`config.mk`:
```
export PLATFORM = sky130hd
export DESIGN_NAME = time_set_controller_flat
export DESIGN_NICKNAME = d
export VERILOG_FILES = /design/src/rtl/clock_pkg.sv /design/src/rtl/time_set_controller_if.sv /design/src/rtl/time_set_controller_button_debounce.sv /design/src/rtl/time_set_controller.sv /design/src/flat_wrapper.sv
export SDC_FILE = /design/constraint.sdc
export NUM_CORES = 1
export LEC_CHECK = 0
export CAP_MARGIN = 20
export CORE_MARGIN = 3
export CORE_UTILIZATION = 55
export CTS_BUF_LIST = sky130_fd_sc_hd__clkbuf_2 sky130_fd_sc_hd__clkbuf_4 sky130_fd_sc_hd__clkbuf_8
export CTS_CLUSTER_DIAMETER = 100
export DETAILED_ROUTE_END_ITERATION = 6
export PLACE_DENSITY = 0.75
export SETUP_SLACK_MARGIN = 0.3
export SYNTH_ARGS = -nofsm -noshare
export SYNTH_HDL_FRONTEND = slang
export SYNTH_SLANG_ARGS = --single-unit
```
`constraint.sdc`:
```
create_clock -name clk -period 2.15 [get_ports clk]
set_input_delay 0.215 -clock clk [delete_from_list [all_inputs] [get_ports clk]]
set_output_delay 0.215 -clock clk [all_outputs]
set_load 0.1 [all_outputs]
```
`src/rtl/clock_pkg.sv`:
```
// clock_pkg: shared state, selection codes and field limits for the clock front panel
package clock_pkg;

    typedef enum logic [1:0] {
        ST_RUN,
        ST_HOUR,
        ST_MIN,
        ST_SEC
    } state_t;

    localparam logic [1:0] SEL_RUN  = 2'b00;
    localparam logic [1:0] SEL_MIN  = 2'b01;
    localparam logic [1:0] SEL_HOUR = 2'b10;
    localparam logic [1:0] SEL_SEC  = 2'b11;

    localparam logic [7:0] HOUR_MAX   = 8'h23;
    localparam logic [7:0] MINSEC_MAX = 8'h59;

    function automatic state_t next_field(input state_t s);
        return (s == ST_RUN) ? ST_HOUR : (s == ST_HOUR) ? ST_MIN : (s == ST_MIN) ? ST_SEC : ST_RUN;
    endfunction

    function automatic logic [1:0] sel_of(input state_t s);
        return (s == ST_HOUR) ? SEL_HOUR : (s == ST_MIN) ? SEL_MIN : (s == ST_SEC) ? SEL_SEC : SEL_RUN;
    endfunction

endpackage

```
`src/rtl/time_set_controller_if.sv`:
```
// time_set_controller_if: button inputs and time-set outputs between panel and clock core
interface time_set_controller_if;
    logic       btn_mode;
    logic       btn_inc;
    logic       btn_dec;
    logic [7:0] value_set_register;
    logic [1:0] value_set_selection;
    logic       setting_active;
    logic       blink;

    modport master (
        output btn_mode, btn_inc, btn_dec,
        input  value_set_register, value_set_selection, setting_active, blink
    );

    modport slave (
        input  btn_mode, btn_inc, btn_dec,
        output value_set_register, value_set_selection, setting_active, blink
    );
endinterface

```
`src/rtl/time_set_controller_button_debounce.sv`:
```
// button_debounce: synchronise, debounce and pulse one raw button, with optional auto-repeat
module button_debounce #(
    parameter int unsigned DEBOUNCE_CYCLES = 50000,
    parameter int unsigned REPEAT_DELAY    = 25000000,
    parameter int unsigned REPEAT_RATE     = 5000000,
    parameter bit          REPEAT_EN       = 1'b0
) (
    input  logic clk,
    input  logic rst,
    input  logic i_btn,
    output logic o_pulse
);

    logic [1:0]  r_sync;
    logic [31:0] r_cnt;
    logic [31:0] r_rep;
    logic        r_level;
    logic        r_level_q;
    logic        w_rise;
    logic        w_rep_hit;

    assign w_rise    = r_level & ~r_level_q;
    assign w_rep_hit = REPEAT_EN && r_level && (r_rep == REPEAT_DELAY);
    assign o_pulse   = w_rise | w_rep_hit;

    always_ff @(posedge clk) begin
        if (rst) begin
            r_sync    <= '0;
            r_cnt     <= '0;
            r_rep     <= '0;
            r_level   <= 1'b0;
            r_level_q <= 1'b0;
        end else begin
            r_sync    <= {r_sync[0], i_btn};
            r_level_q <= r_level;
            // counter only advances while the synchronised level disagrees, so any bounce back restarts it
            if (r_sync[1] == r_level) begin
                r_cnt <= '0;
            end else if (r_cnt == DEBOUNCE_CYCLES - 1) begin
                r_level <= r_sync[1];
                r_cnt   <= '0;
            end else begin
                r_cnt <= r_cnt + 1;
            end
            // after the first repeat, rewind so the next hit lands REPEAT_RATE cycles later
            r_rep <= !r_level ? '0 : w_rep_hit ? REPEAT_DELAY - REPEAT_RATE + 1 : r_rep + 1;
        end
    end

endmodule

```
`src/rtl/time_set_controller.sv`:
```
// time_set_controller: button-driven hour/minute/second editor feeding the clock core set interface
module time_set_controller
    import clock_pkg::*;
#(
    parameter int unsigned DEBOUNCE_CYCLES = 50000,
    parameter int unsigned REPEAT_DELAY    = 25000000,
    parameter int unsigned REPEAT_RATE     = 5000000,
    parameter int unsigned BLINK_CYCLES    = 12500000
) (
    input logic                  clk,
    input logic                  rst,
    time_set_controller_if.slave bus
);

    logic        w_mode;
    logic        w_inc;
    logic        w_dec;
    logic        w_edit;
    logic [7:0]  w_max;
    state_t      r_state;
    state_t      w_state_nx;
    logic [7:0]  r_value;
    logic [7:0]  w_value_nx;
    logic [1:0]  r_sel;
    logic        r_active;
    logic [31:0] r_bcnt;
    logic [31:0] w_bcnt_nx;
    logic        r_blink;
    logic        w_blink_nx;
    logic        w_blink_clr;

    function automatic logic [7:0] bcd_step(input logic [7:0] v, input logic [7:0] max, input logic up);
        if (up)
            return (v == max) ? 8'h00 : (v[3:0] == 4'd9) ? {v[7:4] + 4'd1, 4'd0} : {v[7:4], v[3:0] + 4'd1};
        return (v == 8'h00) ? max : (v[3:0] == 4'd0) ? {v[7:4] - 4'd1, 4'd9} : {v[7:4], v[3:0] - 4'd1};
    endfunction

    button_debounce #(
        .DEBOUNCE_CYCLES(DEBOUNCE_CYCLES), .REPEAT_DELAY(REPEAT_DELAY),
        .REPEAT_RATE(REPEAT_RATE), .REPEAT_EN(1'b0)
    ) u_mode (.clk(clk), .rst(rst), .i_btn(bus.btn_mode), .o_pulse(w_mode));

    button_debounce #(
        .DEBOUNCE_CYCLES(DEBOUNCE_CYCLES), .REPEAT_DELAY(REPEAT_DELAY),
        .REPEAT_RATE(REPEAT_RATE), .REPEAT_EN(1'b1)
    ) u_inc (.clk(clk), .rst(rst), .i_btn(bus.btn_inc), .o_pulse(w_inc));

    button_debounce #(
        .DEBOUNCE_CYCLES(DEBOUNCE_CYCLES), .REPEAT_DELAY(REPEAT_DELAY),
        .REPEAT_RATE(REPEAT_RATE), .REPEAT_EN(1'b1)
    ) u_dec (.clk(clk), .rst(rst), .i_btn(bus.btn_dec), .o_pulse(w_dec));

    always_comb begin
        w_state_nx  = r_state;
        w_value_nx  = r_value;
        w_max       = (r_state == ST_HOUR) ? HOUR_MAX : MINSEC_MAX;
        w_edit      = (r_state != ST_RUN) && !w_mode && (w_inc ^ w_dec);
        if (w_mode) begin
            w_state_nx = next_field(r_state);
            w_value_nx = 8'h00;
        end else if (w_edit) begin
            w_value_nx = bcd_step(r_value, w_max, w_inc);
        end
        // a field change restarts the blink phase; RUN holds it off entirely
        w_blink_clr = w_mode || (w_state_nx == ST_RUN);
        w_bcnt_nx   = (w_blink_clr || r_bcnt == BLINK_CYCLES - 1) ? '0 : r_bcnt + 1;
        w_blink_nx  = w_blink_clr ? 1'b0 : (r_bcnt == BLINK_CYCLES - 1) ? ~r_blink : r_blink;
    end

    always_ff @(posedge clk) begin
        if (rst) begin
            r_state  <= ST_RUN;
            r_value  <= 8'h00;
            r_sel    <= SEL_RUN;
            r_active <= 1'b0;
            r_bcnt   <= '0;
            r_blink  <= 1'b0;
        end else begin
            r_state  <= w_state_nx;
            r_value  <= w_value_nx;
            r_sel    <= sel_of(w_state_nx);
            r_active <= (w_state_nx != ST_RUN);
            r_bcnt   <= w_bcnt_nx;
            r_blink  <= w_blink_nx;
        end
    end

    assign bus.value_set_register  = r_value;
    assign bus.value_set_selection = r_sel;
    assign bus.setting_active      = r_active;
    assign bus.blink               = r_blink;

endmodule

```
`src/flat_wrapper.sv`:
```
// flat-port wrapper written by rule: the top's interface ports become plain ports
module time_set_controller_flat import clock_pkg::*;
#(
    parameter int unsigned DEBOUNCE_CYCLES = 50000,
    parameter int unsigned REPEAT_DELAY    = 25000000,
    parameter int unsigned REPEAT_RATE     = 5000000,
    parameter int unsigned BLINK_CYCLES    = 12500000
)
  (clk, rst, bus_btn_mode, bus_btn_inc, bus_btn_dec, bus_value_set_register, bus_value_set_selection, bus_setting_active, bus_blink);
  time_set_controller_if bus_i ();
  input logic clk;
  input logic rst;
  input wire logic [$bits(bus_i.btn_mode)-1:0] bus_btn_mode;
  input wire logic [$bits(bus_i.btn_inc)-1:0] bus_btn_inc;
  input wire logic [$bits(bus_i.btn_dec)-1:0] bus_btn_dec;
  output wire logic [$bits(bus_i.value_set_register)-1:0] bus_value_set_register;
  output wire logic [$bits(bus_i.value_set_selection)-1:0] bus_value_set_selection;
  output wire logic [$bits(bus_i.setting_active)-1:0] bus_setting_active;
  output wire logic [$bits(bus_i.blink)-1:0] bus_blink;
  assign bus_i.btn_mode = bus_btn_mode;
  assign bus_i.btn_inc = bus_btn_inc;
  assign bus_i.btn_dec = bus_btn_dec;
  assign bus_value_set_register = bus_i.value_set_register;
  assign bus_value_set_selection = bus_i.value_set_selection;
  assign bus_setting_active = bus_i.setting_active;
  assign bus_blink = bus_i.blink;
  time_set_controller #(.DEBOUNCE_CYCLES(DEBOUNCE_CYCLES), .REPEAT_DELAY(REPEAT_DELAY), .REPEAT_RATE(REPEAT_RATE), .BLINK_CYCLES(BLINK_CYCLES)) u_core (.clk(clk), .rst(rst), .bus(bus_i));
endmodule
```
==> key figures <==
Routing
  • Antenna Violating Nets Remaining: 0
  • Mean routed wirelength per cell: 15.4 µm
  • Via count of the routed design: between 8k and 9k
  • Post-DR vias/cell: around 5.5
  • Pre-antenna DRT Iters: 5
  • Post-Route WL: 23.6 mm
  • Iter 0 DRT Violations: approximately 500
  • Residual DRC count: 0

Power and ir drop
  • Reg power frac: roughly half
  • Comb pwr share: 0.7%
  • Switching Fraction: between 20% and 30%
  • P_int: 6.28 mW
  • Tot Pwr: 8.03 mW
  • Clock share of power: about half
  • Switching power: 1.76 mW
  • Peak supply drop: 0.582 mV
  • Lkg Pwr: 4.52 nW
  • PD cells: approximately 620 nW/µm²

Timing
  • Fmax: around 460 MHz
  • Final clock skew: 24.3 ps
  • Fin. max-slew vios: 0
  • Slew @ Worst Pin: between 300 and 400 ps
  • Final setup TNS: -64.7 ps
  • Unrepaired setup endpoints after global routing: yes
  • Final setup fails: 4
  • Share of the cycle needed by the critical path after routing: 101%
  • Tmin final: about 2200 ps
  • Hold Fails Final Rpt: 0
  • Rel. slew slack: 73.6%
  • Hold_ws: ~280 ps
  • Setup WS post-layout: -30.0 ps

Placement
  • I/O Buffers: 16
  • GPL Wtd Cong: roughly 0.84
  • DP Cell Count: approximately 1.4k
  • Cell Area, Placed: between 10000 and 15000 µm²
  • DP HPWL: between 10 and 15 mm
  • Dpl ws: -121 ps

Yosys
  • Post-Syn Instances: between 1k and 1.5k
  • Register area share after synthesis: between 40% and 50%
  • Top FF cell, synth: dfxtp_1
  • YS warnings: 0
  • Post-synth EDFFs: 0
  • Cell Area, Synth: ~9700 µm²
  • Synthesized flop and latch total: 218
  • Post-synthesis area per instance: slightly below 9 µm²
  • Syn_nets: 1147
  • Async set-reset flop share out of synthesis: 0%
  • Distinct cells, synth: between 50 and 60

Critical path
  • Critical Path Source Type: flop
  • Worst-path fanout max: 5
  • Worst R2R Setup Slack: -30 ps
  • Required @ worst endpoint: 2590 ps
  • Critical path type: reg -> reg
  • Crit. End Element: flop
  • WP data arrival: ~2600 ps

Outcome
  • Failing checks: setup timing
  • Outcome: complete, but fails checks

CTS
  • Clk slew on worst S/H paths: approximately 60 ps
  • CTS root buffer: clkbuf_8
  • Clk_lat worst skew: approximately 540 ps
  • H-tree depth: 2
  • Total CTS buffers: 38
  • Max Root-Sink Buffers: 3
  • Hold buffers post-CTS: 0
  • Clock Sink Count: roughly 220
  • CTS tree: done

Finish
  • Layout cells sized above 1: 31.5%
  • Inserted Diodes: 0
  • Final nets: ~1.3k
  • Area Growth Syn to Fin: 33.3%
  • Fin util: 75.1%
  • Leading cell type in the layout, fill and taps excluded: nor2_1
  • Most frequent cells in the layout: nor2_1 (191), dfxtp_1 (168), buf_4 (121), xor2_1 (110), nand2_1 (79)
  • Fin cells: 1533
  • Fin area: 13000 µm²

Global route
  • Initial antenna violation count: 0
  • Vias in the first global route: between 8k and 9k
  • Gr usage total: approximately a fifth
  • Pin count of the biggest net entering global routing: 33
  • Global-route wire length before repair: ~36 mm
  • Grt total ovfl: 0

Run
  • Max_cap viols: 0

Floorplan
  • I/O pin cnt: 17
  • Core area: 17300 µm²
  • Rows: 48
  • Die Ht: 139 µm
  • Die area: about 19000 µm²
  • Initial Utilization: 56.3%
  • Die X-Extent: between 100 and 150 µm

Worst hold path
  • Hold/Removal Path Class: in -> reg
final cells by class:
type	count	area, µm²
multi-input cells	844	6000
clock buffers	55	701
inverters	33	124
clock inverters	10	86.3
flip-flops and latches	218	4450
repair buffers	148	1340
fillers	1111	4320
well taps	225	282
power groups by stage:
stage	Clock, mW	Combinational [mW]	Sequential (mW)
global placement	0	0.0456	4.13
CTS	3.99	0.0472	4.05
finish	3.94	0.0555	4.04
detailed placement	0	0.0463	4.13
global route	4.18	0.0600	4.04
floorplan	0	0.0282	4.13
path summary, 6_finish.rpt:
kind | start | end | cells after the start
max reg2reg | u_core.u_dec.r_rep[0]$_SDFF_PP0_ | u_core.bus.value_set_register[0]$_SDFFE_PP0P_ | 10
min | bus_btn_inc | u_core.u_inc.r_sync[0]$_SDFF_PP0_ | 2
min reg2reg | u_core.u_mode.r_cnt[0]$_SDFF_PP0_ | u_core.u_mode.r_cnt[0]$_SDFF_PP0_ | 1
max | u_core.u_dec.r_rep[0]$_SDFF_PP0_ | u_core.bus.value_set_register[0]$_SDFFE_PP0P_ | 10
metal layers:
layer / vias to the layer above / share of wire, % / wire [µm] / track usage, %
met5: - / 0 / 0 / 0
met4: 0 / 2.2 / 527 / 6.44
met3: 47 / 4.0 / 949 / 4.45
met2: 175 / 50 / 11900 / 36.5
met1: 4067 / 43 / 10200 / 26.8
li1: 4139 / - / - / -
state kept, by name (all words and copies together) (netlist names), 8 cells and up:
name                           cells
u_core.u_mode.r_cnt               32
u_core.u_dec.r_cnt                32
u_core.r_bcnt                     32
u_core.u_inc.r_cnt                32
u_core.bus.value_set_register      8
u_core.u_inc.r_rep                32
u_core.u_dec.r_rep                32
cell usage after synthesis (3+ instances only):
library cell  number  area share (%)
a211oi_1           4            0.31
xor2_1           113              10
xnor2_1           65             5.8
nor4_1            27             1.7
and2_1             5            0.32
nor3b_1            3            0.23
or2_2              7            0.45
ha_1              16             2.1
inv_1             33             1.3
or2b_2             3            0.27
a21oi_1           18            0.92
or3_1             10            0.64
nor2b_1           15            0.96
nor3_1            16            0.82
nor4bb_1           3            0.31
nand2_1           87             3.4
and3_1            27             1.7
nand3_1           68             3.5
clkbuf_1          27             1.0
and4_1            15             1.3
nor2_1           234             9.0
nand4_1           47             3.0
mux2i_1            5            0.51
nor4b_1            8            0.72
dfxtp_1          218              45
o21ai_0           11            0.57
worst max-delay path, stage by stage (launching register included):
cell and delay (ps):
dfxtp_2 320, inv_2 70, ha_4 120, and4bb_1 200
nand4_1 110, or3_4 380, a2111oi_4 320, or2_4 210
buf_6 100, a21oi_1 50, a311oi_1 210
kinds of logic after synthesis:
logic type,share of synthesized area [%]
DFF,44.8
and+or+nand+nor,30.2
xor gates and xnor gates,16.0
adders and majority gates,2.05
AOI/OAI and AO/OA,3.71
muxes,0.514
buffers and inverters,2.72
timing repair:
action,CTS,global route
endpoints found under the setup margin,132,189
gates cloned,2,3
resized for setup,44,202
pin swaps,23,89
setup buffers,17,24
Power figures use the tool's default switching activity.
